### src/rtl/uart_block_framer_pkg.sv
// rtl/uart_block_framer_pkg.sv - shared types and constants for the UART block framer
package uart_block_framer_pkg;

    localparam int BLK_W     = 128;
    localparam int BLK_BYTES = 16;
    localparam int CNT_W     = 5;

    localparam logic [7:0] CMD_BLOCK_DEF = 8'h50;
    localparam logic [7:0] ERR_BYTE_DEF  = 8'h3F;

    typedef enum logic [2:0] {
        ST_IDLE,
        ST_COLLECT,
        ST_ISSUE,
        ST_WAIT_RES,
        ST_SEND,
        ST_GAP
    } state_e;

    // Upper- and lower-case forms of the command letter are both accepted.
    function automatic logic is_block_cmd(input logic [7:0] b, input logic [7:0] cmd);
        return (b == cmd) || (b == (cmd | 8'h20));
    endfunction

endpackage

### src/rtl/uart_block_framer_byte_serializer.sv
// rtl/uart_block_framer_byte_serializer.sv - shifts a loaded block out as bytes with a one-cycle gap
module uart_block_framer_byte_serializer
    import uart_block_framer_pkg::*;
(
    input  logic             CLK,
    input  logic             RST,
    input  logic             load_i,
    input  logic [BLK_W-1:0] load_data_i,
    input  logic [CNT_W-1:0] load_count_i,
    input  logic             TX_IDLE,
    output logic [7:0]       TX_DATA,
    output logic             TX_ENABLE,
    output logic             done_o
);

    state_e           phase_q;
    logic [BLK_W-1:0] shift_q;
    logic [CNT_W-1:0] count_q;
    logic [7:0]       tx_data_q;
    logic             tx_enable_q;

    always_ff @(posedge CLK) begin
        if (!RST) begin
            phase_q     <= ST_IDLE;
            shift_q     <= '0;
            count_q     <= '0;
            tx_data_q   <= '0;
            tx_enable_q <= 1'b0;
        end else begin
            tx_enable_q <= 1'b0;
            case (phase_q)
                ST_SEND: begin
                    if (TX_IDLE) begin
                        tx_data_q   <= shift_q[BLK_W-1 -: 8];
                        tx_enable_q <= 1'b1;
                        shift_q     <= shift_q << 8;
                        count_q     <= count_q - 1'b1;
                        phase_q     <= ST_GAP;
                    end
                end
                ST_GAP: begin
                    phase_q <= (count_q == '0) ? ST_IDLE : ST_SEND;
                end
                default: begin
                    // A load with the transmitter idle sends its first byte straight away.
                    if (load_i) begin
                        if (TX_IDLE) begin
                            tx_data_q   <= load_data_i[BLK_W-1 -: 8];
                            tx_enable_q <= 1'b1;
                            shift_q     <= load_data_i << 8;
                            count_q     <= load_count_i - 1'b1;
                            phase_q     <= ST_GAP;
                        end else begin
                            shift_q <= load_data_i;
                            count_q <= load_count_i;
                            phase_q <= ST_SEND;
                        end
                    end
                end
            endcase
        end
    end

    assign TX_DATA   = tx_data_q;
    assign TX_ENABLE = tx_enable_q;
    assign done_o    = (phase_q == ST_GAP) && (count_q == '0);

endmodule

### src/rtl/uart_block_framer.sv
// rtl/uart_block_framer.sv - frames UART bytes into 128-bit blocks and serialises results back
module uart_block_framer
    import uart_block_framer_pkg::*;
#(
    parameter int         TIMEOUT_CYCLES = 12_000_000,
    parameter logic [7:0] CMD_BLOCK      = CMD_BLOCK_DEF,
    parameter logic [7:0] ERR_BYTE       = ERR_BYTE_DEF
) (
    input  logic             CLK,
    input  logic             RST,
    input  logic [7:0]       RX_DATA,
    input  logic             RX_READY,
    input  logic             TX_IDLE,
    output logic [7:0]       TX_DATA,
    output logic             TX_ENABLE,
    output logic [BLK_W-1:0] BLK_DATA,
    output logic             BLK_VALID,
    input  logic             BLK_READY,
    input  logic [BLK_W-1:0] RES_DATA,
    input  logic             RES_VALID,
    output logic             BUSY
);

    localparam int               TMO_W    = $clog2(TIMEOUT_CYCLES + 1);
    localparam logic [TMO_W-1:0] TMO_LAST = TMO_W'(TIMEOUT_CYCLES - 1);
    localparam logic [3:0]       LAST_IDX = 4'(BLK_BYTES - 1);

    state_e           state_q, state_d;
    logic [3:0]       byte_cnt_q;
    logic [TMO_W-1:0] tmo_q;
    logic [BLK_W-1:0] blk_data_q;
    logic             blk_valid_q;
    logic             busy_q;

    logic             ser_load;
    logic [BLK_W-1:0] ser_data;
    logic [CNT_W-1:0] ser_count;
    logic             ser_done;
    logic             rx_cmd;

    assign rx_cmd = is_block_cmd(RX_DATA, CMD_BLOCK);

    // A byte in the expiry cycle wins over the timeout.
    always_comb begin
        state_d   = state_q;
        ser_load  = 1'b0;
        ser_data  = {ERR_BYTE, {(BLK_W-8){1'b0}}};
        ser_count = CNT_W'(1);
        case (state_q)
            ST_IDLE: begin
                if (RX_READY) begin
                    if (rx_cmd) begin
                        state_d = ST_COLLECT;
                    end else begin
                        ser_load = 1'b1;
                        state_d  = ST_SEND;
                    end
                end
            end
            ST_COLLECT: begin
                if (RX_READY) begin
                    if (byte_cnt_q == LAST_IDX) state_d = ST_ISSUE;
                end else if (tmo_q == TMO_LAST) begin
                    ser_load = 1'b1;
                    state_d  = ST_SEND;
                end
            end
            ST_ISSUE: begin
                if (BLK_READY) state_d = ST_WAIT_RES;
            end
            ST_WAIT_RES: begin
                if (RES_VALID) begin
                    ser_load  = 1'b1;
                    ser_data  = RES_DATA;
                    ser_count = CNT_W'(BLK_BYTES);
                    state_d   = ST_SEND;
                end
            end
            ST_SEND: begin
                if (ser_done) state_d = ST_IDLE;
            end
            default: state_d = ST_IDLE;
        endcase
    end

    always_ff @(posedge CLK) begin
        if (!RST) begin
            state_q     <= ST_IDLE;
            byte_cnt_q  <= '0;
            tmo_q       <= '0;
            blk_data_q  <= '0;
            blk_valid_q <= 1'b0;
            busy_q      <= 1'b0;
        end else begin
            state_q     <= state_d;
            busy_q      <= (state_d != ST_IDLE);
            blk_valid_q <= (state_d == ST_ISSUE);
            case (state_q)
                ST_IDLE: begin
                    if (RX_READY && rx_cmd) begin
                        byte_cnt_q <= '0;
                        tmo_q      <= '0;
                    end
                end
                ST_COLLECT: begin
                    if (RX_READY) begin
                        blk_data_q <= {blk_data_q[BLK_W-9:0], RX_DATA};
                        tmo_q      <= '0;
                        if (byte_cnt_q != LAST_IDX) byte_cnt_q <= byte_cnt_q + 1'b1;
                    end else if (tmo_q != TMO_LAST) begin
                        tmo_q <= tmo_q + 1'b1;
                    end
                end
                default: ;
            endcase
        end
    end

    uart_block_framer_byte_serializer u_ser (
        .CLK          (CLK),
        .RST          (RST),
        .load_i       (ser_load),
        .load_data_i  (ser_data),
        .load_count_i (ser_count),
        .TX_IDLE      (TX_IDLE),
        .TX_DATA      (TX_DATA),
        .TX_ENABLE    (TX_ENABLE),
        .done_o       (ser_done)
    );

    assign BLK_DATA  = blk_data_q;
    assign BLK_VALID = blk_valid_q;
    assign BUSY      = busy_q;

endmodule
### config.mk
export PLATFORM = sky130hd
export DESIGN_NAME = uart_block_framer
export DESIGN_NICKNAME = d
export VERILOG_FILES = /design/src/rtl/uart_block_framer_pkg.sv /design/src/rtl/uart_block_framer_byte_serializer.sv /design/src/rtl/uart_block_framer.sv
export SDC_FILE = /design/constraint.sdc
export NUM_CORES = 1
export LEC_CHECK = 0
export ABC_AREA = 1
export BUFFER_PORTS_ARGS = -buffer_cell sky130_fd_sc_hd__buf_2
export CAP_MARGIN = 10
export CORE_MARGIN = 2
export CORE_UTILIZATION = 50
export CTS_CLUSTER_SIZE = 25
export DETAILED_ROUTE_END_ITERATION = 6
export HOLD_SLACK_MARGIN = 0.02
export PLACE_DENSITY = 0.76
export SYNTH_ARGS = -nofsm -noshare
export SYNTH_HDL_FRONTEND = slang
export SYNTH_SLANG_ARGS = --single-unit
### constraint.sdc
create_clock -name CLK -period 1.9 [get_ports CLK]
set_input_delay 0.19 -clock CLK [delete_from_list [all_inputs] [get_ports CLK]]
set_output_delay 0.19 -clock CLK [all_outputs]
set_load 0.01 [all_outputs]
---- After elaboration in Yosys (flattened, before gate mapping) ----
Cells that the tools add are included.
cells by class
  mux-type cells .......................... 47
  add/sub/neg operators ................... 4
  bitwise gates (word level) .............. 1
  equality and inequality tests ........... 19
  reduce and logical (&&, ||, !) cells .... 15
operators by type and width
  operator               number
  $mux 128               5
  $pmux 128 s2           1
  $mux 24                3
  $pmux 24 s2            1
  $mux 3                 11
  $mux 5                 5
  $add 24x1->24 const B  1
  $eq 24x24->1 const B   1
  $mux 8                 3
  $ne 24x24->1 const B   1
  $eq 8x7->1 const B     2
  $pmux 8 s2             1
  $pmux 3 s5             1
  $mux 4                 3
  $ne 2x2->1 const B     5
  $pmux 5 s2             1
  $sub 5x1->5 const B    2
  $eq 3x2->1 const B     3
  $eq 3x3->1 const B     3
  $mux 1                 8
  $pmux 4 s2             1
  $reduce_and 4->1       2
  $pmux 3 s2             1
  $reduce_and 3->1       2
  15 further kinds       19
storage, ports and cells
  output and inout bits ................... 139
  input bits .............................. 142
  word-level logic and storage cells ...... 97
  bits in registers ....................... 306

---- Depth between registers and ports, before layout ----
Gate-level depths: netlist of the first run.
  depth in word-level cells ............... 7
  depth in mapped cells ................... 13
  gate-level depth less buffers ........... 12

---- Cells and area by module ----
From an unflattened synthesis of the first run, not the netlist that was laid out.
unflattened totals
  cell total of the unflattened synthesis .. 2255
  area, all modules ....................... 14790.4 um2
by module, submodules not included
  module                             seq. area each (um2)  area an instance (um2)  cells an instance  instances
  uart_block_framer                  3223.1                7432.1                  1154               1
  uart_block_framer_byte_serializer  2882.8                7358.3                  1101               1

---- Least setup slack after synthesis of the first run ----
No wires, ideal clock.
  path kind ............................... reg2reg
  start point ............................. register tmo_q[0]
  end point ............................... register u_ser.tx_data_q[0], in the netlist u_ser.TX_DATA[0]
  arrival ................................. 1.664 ns
  data required time ...................... 1.768 ns
  slack ................................... 0.103 ns
  stages on the path, launching flop included .. 12
  path buffers ............................ 1
  cells stage by stage .................... dfxtp_1 ha_1 inv_1 nor2_2 nand2_1 inv_2 nand3_2 nand3_2 buf_2 nand2_1 nand2_1 a21oi_1
on the way
  cells in the longest elaborated chain, start to end .. 6
  elaborated cells on any way between the ends .. 7
  classes of those cells .................. eq/ne: 2; mux: 3; reduce/logical: 2
RTL lines
  element                                                           RTL line                                 RTL
  from (decl)                                                       uart_block_framer.sv:30                  logic [TMO_W-1:0] tmo_q;
  from (signal assigned)                                            uart_block_framer.sv:111                 tmo_q <= tmo_q + 1'b1;
  $eq 24x24->1 (*)                                                  uart_block_framer.sv:63                  end else if (tmo_q == TMO_LAST) begin
  $mux 1 (*)                                                        uart_block_framer.sv:63
  $mux 1 (*)                                                        uart_block_framer.sv:61                  if (RX_READY) begin
  $pmux 1 s3 (*)                                                    uart_block_framer.sv:49                  case (state_q)
  $ne 2x2->1 (no line) / $reduce_bool 2->1 (equally long branches)  n/a
  $reduce_and 4->1 (no line) (*)                                    n/a
  to (signal assigned)                                              uart_block_framer_byte_serializer.sv:34  tx_data_q <= shift_q[BLK_W-1 -: 8];
  to (signal assigned)                                              uart_block_framer_byte_serializer.sv:48  tx_data_q <= load_data_i[BLK_W-1 -: 8];
  to (decl)                                                         uart_block_framer_byte_serializer.sv:19  logic [7:0] tx_data_q;
Mark *: on every way between the ends. The rest lies on a longest branch, timed or not.
A chain may end at the register's enable or synchronous reset.

---- Worst setup path in the final report of the first run ----
  start point ............................. input port RX_DATA[6]
  end point ............................... register u_ser.shift_q[84]
on the way
  cells in the longest elaborated chain, start to end .. 7
  elaborated cells on any way between the ends .. 8
  classes of those cells .................. eq/ne: 2; mux: 3; reduce/logical: 3
RTL lines
  element                          RTL line                                 RTL
  from (decl)                      uart_block_framer.sv:11                  input logic [7:0] RX_DATA,
  $eq 8x7->1                       uart_block_framer_pkg.sv:22              return (b == cmd) || (b == (cmd | 8'h20));
  $logic_or 1x1->1 (*)             uart_block_framer_pkg.sv:22
  $mux 1 (*)                       uart_block_framer.sv:52                  if (rx_cmd) begin
  $mux 1 (*)                       uart_block_framer.sv:51                  if (RX_READY) begin
  $pmux 1 s3 (*)                   uart_block_framer.sv:49
  $reduce_bool 2->1 (no line) (*)  n/a
  $reduce_and 3->1 (no line) (*)   n/a
  to (signal assigned)             uart_block_framer_byte_serializer.sv:36  shift_q <= shift_q << 8;
  to (signal assigned)             uart_block_framer_byte_serializer.sv:50  shift_q <= load_data_i << 8;
  to (signal assigned)             uart_block_framer_byte_serializer.sv:54  shift_q <= load_data_i;
  to (decl)                        uart_block_framer_byte_serializer.sv:17  logic [BLK_W-1:0] shift_q;
Marked as above.

==> results of run 1 <==
power by group through the flow:
stage,clock network [uW],logic [uW],registers (uW)
finish,6710,2360,6830
global route,7050,2600,6860
CTS,6760,2230,6830
detailed placement,0,2190,6960
global placement,0,2150,6950
floorplan,0,1470,6940
worst max-delay path by stage:
stage	startpoint	to	slack, ps	cells past startpoint
after CTS	state_q[0]	u_ser.shift_q[38]	2	11
after detailed placement	RX_DATA[0]	u_ser.shift_q[123]	-150	11
final	RX_DATA[6]	u_ser.shift_q[84]	20	12
after global placement	RX_DATA[0]	u_ser.shift_q[81]	-90	11
after floorplan	tmo_q[0]	u_ser.TX_DATA[0]	100	11
after global routing	RX_DATA[6]	u_ser.shift_q[80]	-50	12
sequential cells by signal (all words and copies together) (netlist names):
signal and cells:
BLK_DATA 128, u_ser.shift_q 128, tmo_q 24, u_ser.TX_DATA 8
u_ser.count_q 5, byte_cnt_q 4, state_q 3, u_ser.phase_q 2
BLK_VALID 1, BUSY 1, u_ser.TX_ENABLE 1
final cells by class:
type	count	area share
tap	384	0.0260
clock buffer	52	0.0552
sequential	305	0.330
timing repair buffer	406	0.152
multi-input combinational	1683	0.410
inverter	92	0.0191
clock inverter	11	0.00649
antenna	4	0.000541
through the flow:
step	setup TNS, ps	std cells	util	hold slack (ps)	power (uW)
2_1_floorplan	0	2250	-	331	8410
3_3_place_gp	-2790	2846	0.588	438	9100
3_5_place_dp	-6110	2846	0.588	447	9150
4_1_cts	0	2924	0.633	21.2	15800
5_1_grt	-508	2937	0.643	62.0	16500
6_report	0	2937	0.643	35.9	15900
what timing repair did:
| item | 4_1_cts | 5_1_grt |
|---|---|---|
| hold buffers | 15 | 0 |
| pin swaps | 0 | 2 |
| resized for setup | 2 | 39 |
| setup buffers | 0 | 6 |
| cloned | 0 | 4 |
| endpoints found under the hold margin | 15 | 0 |
| endpoints found under the setup margin | 55 | 279 |
layout by cell type (no fill, tap or decap), types with 4 or more instances in the layout:
cell type / n
a21oi_1: 204
a22oi_1: 5
buf_12: 25
buf_2: 278
buf_4: 77
buf_6: 4
clkbuf_1: 10
clkbuf_16: 38
clkbuf_8: 6
clkinv_2: 8
dfxtp_1: 302
diode_2: 4
dlygate4sd3_1: 15
ha_1: 5
inv_1: 82
inv_2: 5
nand2_1: 445
nand2_2: 5
nand3_1: 183
nand4_1: 14
nor2_1: 504
nor2_2: 5
nor3_1: 12
o211a_1: 4
o211ai_1: 5
o21ai_0: 199
o21ai_1: 4
o21bai_1: 9
o22ai_1: 40
o31ai_1: 9
layer usage:
metal	wire, um	vias up	GRT usage	part of all wire
li1	-	7920	-	-
met1	19200	7472	0.370	0.40
met2	22500	744	0.485	0.47
met3	4350	137	0.0668	0.090
met4	2050	4	0.136	0.042
met5	27	-	0	0.00056
logic make-up (layout without fill, tap and decap cells):
family,after synthesis,in the layout,share of synthesized area
XOR/XNOR,3,3,0.00179
flip-flops,305,305,0.417
buffers and inverters,262,561,0.0721
adder cells (fa/ha/maj),5,5,0.00427
other,0,4,0
AO/OA/AOI/OAI,490,490,0.179
AND/OR/NAND/NOR,1185,1185,0.326
critical path, cell delays in order:
cell	delay, ps
dlygate4sd3_1	520
buf_2	110
nand3_1	80
nor2_2	200
buf_4	150
nor2_1	50
nor2_2	160
nand3_4	210
nand2_4	190
buf_4	220
nand2_1	90
a21oi_1	160
==> flow_summary.ini, run 1 <==
[worst_hold_path]
hold_path_class = primary input to flip-flop
worst_hold_startpoint = RES_DATA[3]
min_delay_path_depth = 5
whs_endpoint = u_ser.shift_q[3]

[drt]
final_ant_viol_nets = 0
dr_total_vias = 16277
vias_per_cell = 5.54
drt-initial-drc-count = 1646
drt_pre_antenna_iters = 5
post_dr_wirelength_cell_um = 16.4
remaining_drc_errors = 0
routed_wirelength_um = 48200

[synthesis]
post-synth-top-count-cell = nor2_1
synth_top_cells_by_area = dfxtp_1, nor2_1, nand2_1
synth_cells = 2250
synth_cell_types = 34
yosys_warnings = 0
syn-num-nets = 2397
ys_dominant_reg_cell = dfxtp_1
ys_top_cells_by_count = nor2_1, nand2_1, dfxtp_1
ys_async_sr_fraction = 0
register_bit_total_from_synthesis = 305
synth_enable_flop_cells = 0
syn-mean-instance-area_um2 = 6.51
yosysTopAreaCell = dfxtp_1
synth_top_area_frac = 0.417
seq_area_frac_synth = 0.417
netlist_area_um2 = 14700

[pwr]
proportion_of_power_drawn_by_flip_flops_and_latches = 0.430
internal-power_uw = 11600
power.net_switching_uw = 4300
switching_share = 0.271
power_frac_clock = 0.422
share_comb_of_total_power = 0.148
worst_ir_drop_vdd_v = 0.000833
p_leak_uw = 0.00796
power_density_nw_per_um2 = 860

[cells_and_area]
drive_above_1_share = 0.191
multiInputGateArea_um2 = 7580
filler_cell_count = 2577
layout.area.seq_um2 = 6110
num-nets-final = 2670
area.growth.synth_to_final_pct = 26.2
postLayoutCellArea_um2 = 18500

[global_route]
grt_pass1_vias = 15006
grt_first_pass_wirelength_um = 75300
grt_antenna_before_repair = 6
maximum_number_of_pins_on_one_net_before_global_route_repair = 122
grt_util_all_layers = 0.296
grt_overflow = 0

[critical_path]
worst-endpoint-arrival_ps = 2320
reg2reg_slack_ps = 70
crit_type = primary input to flip-flop
critical_path_fanouts_max = 13
timing.reg2reg.worst_path_depth = 10
r2r_startpoint = tmo_q[0]
start_kind = primary input
required_ps = 2340
crit_path_end_kind = flip-flop
worstReg2RegEnd = u_ser.shift_q[84]

[placement]
place_congestion = 0.897
detailed_place_hpwl_um = 31600
place_worst_setup_slack_ps = -147
numPortBuffers = 280
dpl_cell_area_um2 = 16900

[floorplanning]
fp.dieH_um = 175
design.die.area_um2 = 30700
core_um2 = 28800
initial_utilization = 0.509
num_rows = 62
x_dimension_of_the_die_um = 175
num_io_pins = 281

[timing]
final_hold_viol_count = 0
grt_setup_unrepaired = yes
fin_crit_sh = 0.988
fin_worst_skew_ps = 20.4
slew_at_the_pin_with_the_worst_max_slew_slack_ps = 539
finalWorstSetupSlack_ps = 23.3
maxSlewHeadroom = 0.637
fmaxAchievable_ghz = 0.533
min_period_ps = 1880
final_max_slew_viol_count = 0
report.final.setup_viol = 0

[clocking]
cts_h_tree_lvls = 2
worstSkewPairLatency_ps = 530
clock-sinks = 305
ctsLongestPathBuffers = 3
clkSlewWorstSetupHoldPaths_ps = 60
ctsRootBufferMaster = clkbuf_16
cts_inserted_buffers = 35
tritoncts = done

[run]
maxCapViolations = 0

[outcome]
outcome = finished, final reports clean
No activity file was read; power rests on OpenSTA's default activity.
==> inputs of run 2 (changes only) <==
--- a/config.mk
+++ b/config.mk
@@ -8,12 +8,14 @@
 export ABC_AREA = 1
 export BUFFER_PORTS_ARGS = -buffer_cell sky130_fd_sc_hd__buf_2
 export CAP_MARGIN = 10
+export CELL_PAD_IN_SITES_DETAIL_PLACEMENT = 2
+export CELL_PAD_IN_SITES_GLOBAL_PLACEMENT = 2
 export CORE_MARGIN = 2
-export CORE_UTILIZATION = 50
+export CORE_UTILIZATION = 27
 export CTS_CLUSTER_SIZE = 25
 export DETAILED_ROUTE_END_ITERATION = 6
 export HOLD_SLACK_MARGIN = 0.02
-export PLACE_DENSITY = 0.76
+export PLACE_DENSITY = 0.77
 export SYNTH_ARGS = -nofsm -noshare
 export SYNTH_HDL_FRONTEND = slang
 export SYNTH_SLANG_ARGS = --single-unit
==> run 2 against run 1 <==
  * The run now ends with negative setup slack left
  * Total power up 11%
  * Critical path depth is 1 lower
  * Fmax decreased by 2.6%
  * Flip-flop and latch count stayed put
  * First-iteration DRC count is 44% lower
  * Register-to-register slack worse by 96 ps
  * Sequential share of layout area shrank 2.5 points
  * Via count up 4.5%
  * Largest cell class unchanged
  * Largest power group is now the clock network
==> flow_summary.ini, run 2 (same netlist as run 1, synthesis figures left out) <==
[floorplanning]
x_dimension_of_the_die_um = 237
fp.dieH_um = 237
num_io_pins = 281
design.die.area_um2 = 56100
initial_utilization = 0.273
core_um2 = 53700
num_rows = 85

[drt]
final_ant_viol_nets = 0
remaining_drc_errors = 0
drt-initial-drc-count = 929
dr_total_vias = 17016
vias_per_cell = 5.17
post_dr_wirelength_cell_um = 21.0
routed_wirelength_um = 69200
drt_pre_antenna_iters = 5

[critical_path]
worstPathCellList = inv_2 > nand2_1 > nor2_2 > nand2_2 > nor2_4 > nand3_4 > nand3_4 > buf_12 > buf_16 > nand3_1 > a21oi_2
crit_type = flip-flop to flip-flop
reg2reg_slack_ps = -30
critical_path_fanouts_max = 18
timing.critical_path.slowest_cell_delay_ps = 330
start_kind = flip-flop
timing.critical_path.depth = 11
critical_path.top_delay_family = simple AND/OR/NAND/NOR gates
critical_path_s_slowest_cell = dfxtp_1
required_ps = 2390
critical_path_buffer_and_inverter_count = 3
timing.reg2reg.worst_path_depth = 11
cpMostUsedCell = nand3_4
worstSetupStartpoint = tmo_q[19]
r2r_startpoint = tmo_q[19]
worstReg2RegEnd = u_ser.shift_q[86]
worst-endpoint-arrival_ps = 2410
crit_path_end_kind = flip-flop
setup.worst_path.end = u_ser.shift_q[86]

[placement]
numPortBuffers = 280
detailed_place_hpwl_um = 44300
place_congestion = 0.846
place_worst_setup_slack_ps = -182

[global_route]
met2_global_route_usage = 0.405
grt_pass1_vias = 18316
grt_first_pass_wirelength_um = 103000
grt_antenna_before_repair = 7
grt_util_all_layers = 0.231
grt_use_met3 = 0.0506
gr-usage-met1 = 0.275
grt_overflow = 0
maximum_number_of_pins_on_one_net_before_global_route_repair = 135
most_used_routing_layer_in_global_routing = met2

[timing]
fmaxAchievable_ghz = 0.519
grt_setup_unrepaired = yes
maxSlewHeadroom = 0.534
finalWorstSetupSlack_ps = -26.4
fin_crit_sh = 1.01
final_hold_viol_count = 0
fin_worst_skew_ps = 14.2
slew_at_the_pin_with_the_worst_max_slew_slack_ps = 698
min_period_ps = 1930
final_max_slew_viol_count = 0
report.final.setup_viol = 8

[clocking]
clock-sinks = 305
ctsRootBufferMaster = clkbuf_16
cts_inserted_buffers = 39
worstSkewPairLatency_ps = 580
tritoncts = done
cts_h_tree_lvls = 2
clkSlewWorstSetupHoldPaths_ps = 60
ctsLongestPathBuffers = 3

[cells_and_area]
layout.cells.most_common = nor2_1
layout.core_utilization = 0.373
drive_above_1_share = 0.233
area.growth.synth_to_final_pct = 36.6
commonest_cells_after_routing_fill_and_taps_aside = nor2_1, nand2_1, dfxtp_1
num-nets-final = 2708
filler_cell_count = 6277

[pwr]
p_leak_uw = 0.00841
worst_ir_drop_vdd_v = 0.000557
power_density_nw_per_um2 = 883

[outcome]
outcome = finished, violations left
violations = negative setup slack

[run]
maxCapViolations = 0

[worst_hold_path]
hold_path_class = primary input to flip-flop
run 2: cell types whose count changed in the layout (fill, tap and decap cells not counted), sizes merged:
cell / before / now
buf: 389 / 407
clkbuf: 54 / 66
dlygate4sd3: 15 / 23
bufinv: 2 / 4
clkinvlp: 0 / 1
diode: 4 / 5
inv: 91 / 90
run 2: routing by layer:
layer  wire, um  vias up  part of all wire
li1           -     8021                 -
met1      29000     8519              0.42
met2      34500      348              0.50
met3       3410      124             0.049
met4       2270        4             0.033
met5         24        -           0.00035
run 2: area by class of cell:
type                    count  area, um^2  share of cell area
multi-input cells        1683        7940               0.397
well taps                 696         871              0.0435
diodes                      5        12.5            0.000625
inverters                  92         350              0.0175
clock buffers              56        1140              0.0570
clock inverters            13         183             0.00913
repair buffers            440        3400               0.170
flip-flops and latches    305        6120               0.306
run 2: worst min path at each step:
stage / slack [ps] / end / depth (start not counted) / startpoint
after floorplan: 330 / u_ser.shift_q[0] / 2 / RES_DATA[0]
after global placement: 450 / u_ser.shift_q[9] / 2 / u_ser.shift_q[9]
after detailed placement: 460 / u_ser.shift_q[97] / 2 / u_ser.shift_q[97]
after CTS: 30 / u_ser.shift_q[112] / 5 / RES_DATA[112]
after global routing: 70 / u_ser.shift_q[112] / 5 / RES_DATA[112]
final: 60 / u_ser.shift_q[112] / 5 / RES_DATA[112]
run 2: per-stage QoR:
step	cell area [um^2]	instances	TNS [ps]	hold WS, ps	total power, uW
after floorplan	14700	2250	0	331	8410
after global placement	17500	3163	-1430	447	9330
after detailed placement	17500	3163	-17730	455	9450
after CTS	19100	3261	0	30.9	17400
after global routing	20000	3289	-8750	67.3	18400
final	20000	3290	-86.6	55.8	17700
run 2: power breakdown:
group	leakage (uW)	total [uW]	switching, uW	internal, uW
registers	0.00248	6860	178	6680
clock network	0.000651	7860	3140	4720
logic	0.00528	2950	1790	1160
total	0.00841	17700	5110	12600
run 2: tightest hold or removal path: cells and delay by family:
kind,cells,cell delay [ps]
AOI/OAI and AO/OA,2,120
and+or+nand+nor,2,160
buffers and inverters,1,110
run 2: what timing repair did:
item                                   4_1_cts  5_1_grt
setup endpoints to repair                  163      167
hold buffers                                23        0
endpoints found under the hold margin       23        0
cloned                                       3       13
pin swaps                                    1       58
setup buffers                                3       13
resized for setup                           16      140
==> inputs of run 3 (changes only) <==
--- a/config.mk
+++ b/config.mk
@@ -10,6 +10,7 @@
 export CAP_MARGIN = 10
 export CELL_PAD_IN_SITES_DETAIL_PLACEMENT = 2
 export CELL_PAD_IN_SITES_GLOBAL_PLACEMENT = 2
+export CORE_ASPECT_RATIO = 1.25
 export CORE_MARGIN = 2
 export CORE_UTILIZATION = 27
 export CTS_CLUSTER_SIZE = 25
==> run 3 against run 2 <==
  * The flow still finishes with violations (negative setup slack)
  * Sequential power about the same
  * Setup slack got worse by 240 ps
  * Global-route usage up 0.98 points
  * Via count increased by 4.9%
  * Critical endpoint is now tmo_q[17]
==> flow_summary.ini, run 3 (same netlist as run 1, synthesis figures left out) <==
[clocking]
ctsLongestPathBuffers = 3
cts_inserted_buffers = 37
cts_h_tree_lvls = 2
tritoncts = done
worstSkewPairLatency_ps = 590
clock-sinks = 305
clkSlewWorstSetupHoldPaths_ps = 60
ctsRootBufferMaster = clkbuf_16

[drt]
routed_wirelength_um = 80600
post_dr_wirelength_cell_um = 24.0
drt_pre_antenna_iters = 5
drt-initial-drc-count = 1010
final_ant_viol_nets = 0
remaining_drc_errors = 0
vias_per_cell = 5.32
dr_total_vias = 17854

[floorplanning]
num_rows = 95
core_um2 = 53700
x_dimension_of_the_die_um = 212
design.die.area_um2 = 56200
num_io_pins = 281
fp.dieH_um = 264
initial_utilization = 0.273

[timing]
fin_tns_setup_ps = -9620
finalWorstSetupSlack_ps = -268
final_max_slew_viol_count = 0
min_period_ps = 2170
grt_setup_unrepaired = yes
fin_crit_sh = 1.14
report.final.setup_viol = 145
fin_worst_skew_ps = 26.6
slew_at_the_pin_with_the_worst_max_slew_slack_ps = 769
final_hold_viol_count = 0
final.hold.worst_slack_ps = 14.3
fmaxAchievable_ghz = 0.461
maxSlewHeadroom = 0.488

[cells_and_area]
num-nets-final = 2747
layout.area.seq_um2 = 6130
filler_cell_count = 6265
layout.core_utilization = 0.393
layout.cells.most_common = nor2_1
multiInputGateArea_um2 = 8430
area.growth.synth_to_final_pct = 44.2
drive_above_1_share = 0.288
commonest_cells_after_routing_fill_and_taps_aside = nor2_1, nand2_1, dfxtp_1

[global_route]
grt_overflow = 0
grt_use_met3 = 0.0521
maximum_number_of_pins_on_one_net_before_global_route_repair = 138
grt_util_all_layers = 0.240
gr-usage-met1 = 0.275
most_used_routing_layer_in_global_routing = met2
grt_first_pass_wirelength_um = 107000
met2_global_route_usage = 0.445
grt_pass1_vias = 18920
grt_antenna_before_repair = 9

[pwr]
p_leak_uw = 0.00881
worst_ir_drop_vdd_v = 0.000531
power_density_nw_per_um2 = 859

[critical_path]
critical_path_fanouts_max = 6
critical_path.top_delay_family = simple AND/OR/NAND/NOR gates
critical_path_buffer_and_inverter_count = 1
worst-endpoint-arrival_ps = 2620
critical_path_s_slowest_cell = nor4_1
start_kind = flip-flop
required_ps = 2360
crit_path_end_kind = flip-flop
worstPathCellList = buf_4 > nand2_1 > nor2_1 > nand2_1 > nor4_1 > nand3_1 > nand2_1 > nor2_1
cpMostUsedCell = nand2_1
crit_type = flip-flop to flip-flop
timing.critical_path.slowest_cell_delay_ps = 480

[worst_hold_path]
hold_path_class = primary input to flip-flop

[placement]
place_congestion = 0.865
numPortBuffers = 280
detailed_place_hpwl_um = 46200

[run]
maxCapViolations = 0

[outcome]
outcome = finished, violations left
violations = negative setup slack
==> run 3: changes by cell type in the layout (fill, tap and decap cells not counted), sizes merged <==
cell,previous run,this run
diode,5,3
bufinv,4,5
buf,407,436
clkinv,10,7
dlygate4sd3,23,20
nand2,453,454
clkbuf,66,75
==> run 3: area by class of cell <==
| type | count | area share |
|---|---|---|
| antenna | 3 | 0.000355 |
| clock buffer | 51 | 0.0496 |
| clock inverter | 11 | 0.00989 |
| inverter | 92 | 0.0166 |
| multi-input combinational | 1684 | 0.399 |
| sequential | 305 | 0.290 |
| tap | 727 | 0.0431 |
| timing repair buffer | 480 | 0.191 |
==> run 3: through the flow <==
| step | power, uW | area [um^2] | instances | worst slack, ps |
|---|---|---|---|---|
| after floorplan | 8410 | 14700 | 2250 | 103 |
| after global placement | 9280 | 17700 | 3218 | -167 |
| after detailed placement | 9420 | 17700 | 3218 | -323 |
| after CTS | 17200 | 19400 | 3309 | -0.348 |
| after global routing | 18700 | 21100 | 3352 | -238 |
| final | 18100 | 21100 | 3353 | -268 |
==> run 3: report_power, final <==
group	internal [uW]	leakage, uW	switching [uW]	total, uW
clock	4540	0.000612	3140	7680
sequential	6680	0.00248	206	6890
combinational	1400	0.00572	2170	3570
total	12600	0.00881	5510	18100
==> run 3: timing repair <==
item                                    CTS  global route
pin swaps                                 4            92
endpoints found under the setup margin  140           200
hold buffers                             20             0
setup buffers                             6            16
resized for setup                        33           265
cloned                                    3            29
hold endpoints to repair                 20             0
==> run 3: layer usage <==
metal	vias up	routed length, um
met3	232	4790
met5	-	47
li1	8089	-
met2	588	41000
met4	8	4160
met1	8937	30700
==> run 3: tightest hold or removal path, cell delays in order <==
cell,delay (ps)
buf_4,130
clkinv_2,160
a21oi_1,60
==> run 3: path summary, 6_finish.rpt <==
path / to / slack [ps] / startpoint / depth (start not counted)
worst max-delay path: tmo_q[17] / -270 / tmo_q[5] / 8
worst min-delay path: tmo_q[21] / 10 / RST / 3
worst max register to register: tmo_q[17] / -270 / tmo_q[5] / 8
worst min register to register: u_ser.shift_q[52] / 460 / u_ser.shift_q[52] / 2
